File: src/rtl/neuron_mac.sv
// neuron_mac: serial multiply-accumulate for one MLP neuron with local weight/bias storage.
// One activation per handshake in ACC; bias added in BIAS; result pulses out_valid in DONE.
module neuron_mac #(
    parameter int BITS       = 32,
    parameter int NUM_INPUTS = 3,
    parameter int W_BITS     = 16,
    parameter int B_BITS     = 32
) (
    input  logic                     clk,
    input  logic                     rst,
    input  logic                     start,
    input  logic                     in_valid,
    output logic                     in_ready,
    input  logic signed [BITS-1:0]   x_in,
    input  logic                     w_we,
    input  logic [7:0]               w_addr,
    input  logic signed [W_BITS-1:0] w_data,
    input  logic                     bias_we,
    input  logic signed [B_BITS-1:0] bias_data,
    output logic [BITS+24:0]         mult_sum_out,
    output logic [31:0]              counter,
    output logic                     out_valid
);
    localparam int OW = BITS + 25;
    localparam int PW = BITS + W_BITS;
    localparam int AW = NUM_INPUTS > 1 ? $clog2(NUM_INPUTS) : 1;

    typedef enum logic [1:0] {IDLE, ACC, BIAS, DONE} state_t;

    state_t                    state_q, state_d;
    logic [OW-1:0]             acc_q, acc_d, sum_q, sum_d;
    logic [31:0]               cnt_q, cnt_d;
    logic signed [W_BITS-1:0]  w_q [NUM_INPUTS];
    logic signed [B_BITS-1:0]  bias_q;
    logic signed [W_BITS-1:0]  w_sel;
    logic signed [PW-1:0]      prod;
    logic                      idle;

    assign idle         = state_q == IDLE;
    assign in_ready     = state_q == ACC;
    assign out_valid    = state_q == DONE;
    assign mult_sum_out = sum_q;
    assign counter      = cnt_q;
    assign w_sel        = cnt_q < 32'(NUM_INPUTS) ? w_q[cnt_q[AW-1:0]] : '0;
    assign prod         = x_in * w_sel;

    always_comb begin
        state_d = state_q;
        acc_d   = acc_q;
        cnt_d   = cnt_q;
        sum_d   = sum_q;
        unique case (state_q)
            IDLE: if (start) begin
                state_d = ACC;
                acc_d   = '0;
                cnt_d   = '0;
            end
            ACC: if (in_valid) begin
                acc_d   = acc_q + {{(OW-PW){prod[PW-1]}}, prod};
                cnt_d   = cnt_q + 32'd1;
                state_d = cnt_q == 32'(NUM_INPUTS - 1) ? BIAS : ACC;
            end
            BIAS: begin
                sum_d   = acc_q + {{(OW-B_BITS){bias_q[B_BITS-1]}}, bias_q};
                state_d = DONE;
            end
            default: state_d = IDLE;
        endcase
    end

    always_ff @(posedge clk or posedge rst) begin
        if (rst) begin
            state_q <= IDLE;
            acc_q   <= '0;
            sum_q   <= '0;
            cnt_q   <= '0;
        end else begin
            state_q <= state_d;
            acc_q   <= acc_d;
            sum_q   <= sum_d;
            cnt_q   <= cnt_d;
        end
    end

    // Storage is writable only in IDLE; out-of-range addresses match no slot.
    always_ff @(posedge clk or posedge rst) begin
        if (rst) begin
            bias_q <= '0;
            for (int i = 0; i < NUM_INPUTS; i++) w_q[i] <= '0;
        end else if (idle) begin
            if (bias_we) bias_q <= bias_data;
            for (int i = 0; i < NUM_INPUTS; i++)
                if (w_we && w_addr == 8'(i)) w_q[i] <= w_data;
        end
    end
endmodule

File: config.mk
export PLATFORM = sky130hd
export DESIGN_NAME = neuron_mac
export DESIGN_NICKNAME = d
export VERILOG_FILES = /design/src/rtl/neuron_mac.sv
export SDC_FILE = /design/constraint.sdc
export NUM_CORES = 2
export LEC_CHECK = 0
export ABC_AREA = 1
export CORE_ASPECT_RATIO = 1.1
export CORE_MARGIN = 3
export CORE_UTILIZATION = 65
export CTS_CLUSTER_DIAMETER = 120
export DETAILED_ROUTE_END_ITERATION = 10
export DONT_BUFFER_PORTS = 1
export GPL_TIMING_DRIVEN = 0
export PLACE_DENSITY = 0.81
export SLEW_MARGIN = 25
export SYNTH_ARGS = -nofsm -noshare
export SYNTH_HDL_FRONTEND = slang
export SYNTH_SLANG_ARGS = --single-unit
File: constraint.sdc
create_clock -name clk -period 14.9 [get_ports clk]
set_input_delay 2.98 -clock clk [delete_from_list [all_inputs] [get_ports clk]]
set_output_delay 2.98 -clock clk [all_outputs]
set_load 0.02 [all_outputs]
==> impl_metrics.csv <==
group,metric,value,unit
status,status,"finished clean",
cts,postCtsSetupRepairBufs,0,
logic_synthesis,ys_ff_latch,228,
logic_synthesis,synthTopCellsByCount,"1186 x nand2_1, 998 x inv_1, 667 x nor2_1",
layout,finalNetCount,5872,
critical_path,cp_slowest_cell,"fa_1",
critical_path,r2r_slack,4250,ps
logic_synthesis,synth_area_leaders,"fa_1 27%, dfrtp_1 16%, nand2_1 12%",
logic_synthesis,synth-edff-count,0,
critical_path,required,15380,ps
detailed_routing,vias,34200,
critical_path,reg2reg_to,"acc_q[50]",
placement,gp_congestion,1.06,
critical_path,worstSetupEndpointType,"flop",
timing,setup_violations,0,
logic_synthesis,synth_compound_gate_area_share,9.87,%
critical_path,worstPathArrival,11360,ps
grt,grtUsageTotal,41.3,%
logic_synthesis,synth_top_family_by_area,"adder cells",
grt,grt_pass1_wl,186,mm
detailed_routing,antenna_left,0,
floorplanning,fp.dieH,253,µm
logic_synthesis,synthCells,5032,
cts,cts.hold.buffers_added,0,
logic_synthesis,synth-simple-area-share,24.7,%
floorplanning,row_count,89,
timing,fin_tns_setup,0,ps
logic_synthesis,synth_ff_type,"dfrtp_1",
critical_path,reg2reg_depth,41,
logic_synthesis,avgSynthCellArea,7.17,µm²
logic_synthesis,synth.area.mux_share,0.967,%
detailed_routing,finalWirelength,120,mm
floorplanning,num_io_pins,185,
timing,period_needed,10890,ps
logic_synthesis,yosysTopAreaCell,"fa_1",
logic_synthesis,netlist_area,36100,µm²
grt,grt-ovfl-total,0,
critical_path,path_max_fanout,10,
cts,ctsResizeCount,0,
cts,cts_buffer_depth,3,
worst_hold_path,worstHoldStart,"w_q[36]",
logic_synthesis,synth_nets,5845,
layout,syn2layout_area_growth,4.74,%
critical_path,r2r-start,"counter[22]",
cts,insertion_delay,570,ps
layout,final_util,69.7,%
timing,worstMarginPinSlew,944,ps
floorplanning,fp.dieW,231,µm
critical_path,worst-setup-path-type,"input pin to flop",
cts,tritoncts,"built",
logic_synthesis,yosysTopAreaCellShare,27.1,%
timing,slew_headroom,36.4,%
cts,cts-root-buf,"clkbuf_16",
detailed_routing,drt-initial-drc-count,3168,
cts,path_clk_slew,70,ps
grt,antenna_found_initial,3,
layout,nFillCells,4695,
detailed_routing,drtPass1Iterations,6,
floorplanning,core-area,54200,µm²
worst_hold_path,hold_path_end,"w_q[36]",
placement,place_hpwl,101,mm
critical_path,max_stage_delay,540,ps
logic_synthesis,synth_adder_area_share,35.1,%
timing,finalClockSkew,18.2,ps
grt,grt_max_degree,100,
cts,numClockSinks,228,
worst_hold_path,hold_path.class,"flop to flop",
worst_hold_path,worstHoldPathCells,2,
detailed_routing,viasPerCell,5.89,
timing,max_freq,91.9,MHz
timing,finalCritPeriodShare,73.1,%
logic_synthesis,ys_types,45,
logic_synthesis,synth_xor_xnor_area_share,1.55,%
grt,grt_pass1_vias,34100,
layout,ff_latch_area,5710,µm²
cts,cts-buffers-inserted,23,
placement,portBuffers,0,
floorplanning,dieArea,58400,µm²
layout,drive_gt1_share,2.97,%
cts,htreeDepth,1,
timing,hold_viol,0,
detailed_routing,routedWlPerCell,20.6,µm
layout,multi_input_area,26000,µm²
logic_synthesis,yosysWarnings,0,
detailed_routing,route.detailed.drc,0,
timing,final_max_slew_viol_count,0,
run,maxCapViolCount,0,
critical_path,critPathMostFrequentCell,"nand2_1",
logic_synthesis,seq_area_frac_synth,15.8,%
logic_synthesis,postSynth.asyncResetShare,100,%
floorplanning,start_util,66.6,%
timing,rsz0062_at_grt,"false",
critical_path,critPathLaunchType,"input pin",
logic_synthesis,yosysMostFrequentCell,"nand2_1",
routing by layer:
| metal | vias to the layer above | GRT usage [%] | part of all wire [%] |
|---|---|---|---|
| li1 | 15600 | - | - |
| met1 | 16400 | 48.3 | 35 |
| met2 | 1738 | 70.7 | 48 |
| met3 | 458 | 5.55 | 7.9 |
| met4 | 4 | 29.0 | 9.1 |
| met5 | - | 0 | 0.022 |
critical path: cells and delay by family:
kind | cells | cell delay [ps]
AOI/OAI and AO/OA | 1 | 180
adders and majority gates | 8 | 3860
buffers and inverters | 7 | 1210
and+or+nand+nor | 18 | 3120
cell families after synthesis:
family / count (synthesis)
and+or+nand+nor: 2204
buffers and inverters: 1133
adders and majority gates: 719
AOI/OAI and AO/OA: 653
DFF: 228
xor gates and xnor gates: 64
muxes: 31
placed cells by master, fill, tap and decap left out, types with 3 or more instances in the layout:
cell type / instances
nand2_1: 1186
inv_1: 997
nor2_1: 667
fa_1: 488
o21ai_0: 268
a21oi_1: 251
ha_1: 231
dfrtp_1: 227
nand3_1: 187
clkbuf_1: 65
nor3_1: 59
nand4_1: 42
xor2_1: 38
a31oi_1: 34
mux2_2: 31
o31ai_1: 30
o21bai_1: 27
buf_2: 27
xnor2_1: 26
clkbuf_16: 23
buf_1: 20
a21o_1: 18
nor4_1: 17
buf_4: 12
or2_2: 11
inv_2: 9
o21a_1: 9
a21boi_0: 9
clkinv_2: 9
nand3b_1: 8
nand2_4: 7
nand2_2: 7
and3_1: 5
clkinv_1: 4
nor3b_1: 3
state kept, by name (all words and copies together) (netlist names):
register      cells
acc_q            57
bias_q           32
counter          32
mult_sum_out     57
state_q           2
w_q              48
stage by stage:
step,cell area [µm²],std cells,setup WS (ps),hold slack [ps]
CTS,37800,5804,4210,489
global placement,37000,5760,3250,466
floorplan,36100,5032,5350,454
finish,37800,5805,4010,485
global route,37800,5805,3540,502
detailed placement,37100,5762,3700,474
how the worst max path moves through the flow:
stage	startpoint	slack, ps	cells past startpoint	to
after detailed placement	x_in[31]	3700	31	acc_q[52]
after global routing	x_in[31]	3540	31	acc_q[50]
after floorplan	x_in[31]	5350	31	acc_q[52]
after global placement	rst	3250	1	acc_q[45]
after CTS	x_in[5]	4210	34	acc_q[52]
final	x_in[6]	4010	34	acc_q[50]
cell type report:
type                    instances  share of cell area (%)
diodes                          1                 0.00662
plain buffers                 122                    1.44
clock buffers                  27                    1.59
clock inverters                15                   0.351
inverters                    1011                    10.1
multi-input cells            3671                    68.9
flip-flops and latches        228                    15.1
well taps                     728                    2.41
repair buffers                  2                   0.146
Power is not shown: default switching activity piles up to over one toggle a cycle in this logic, so the estimate is an artifact.
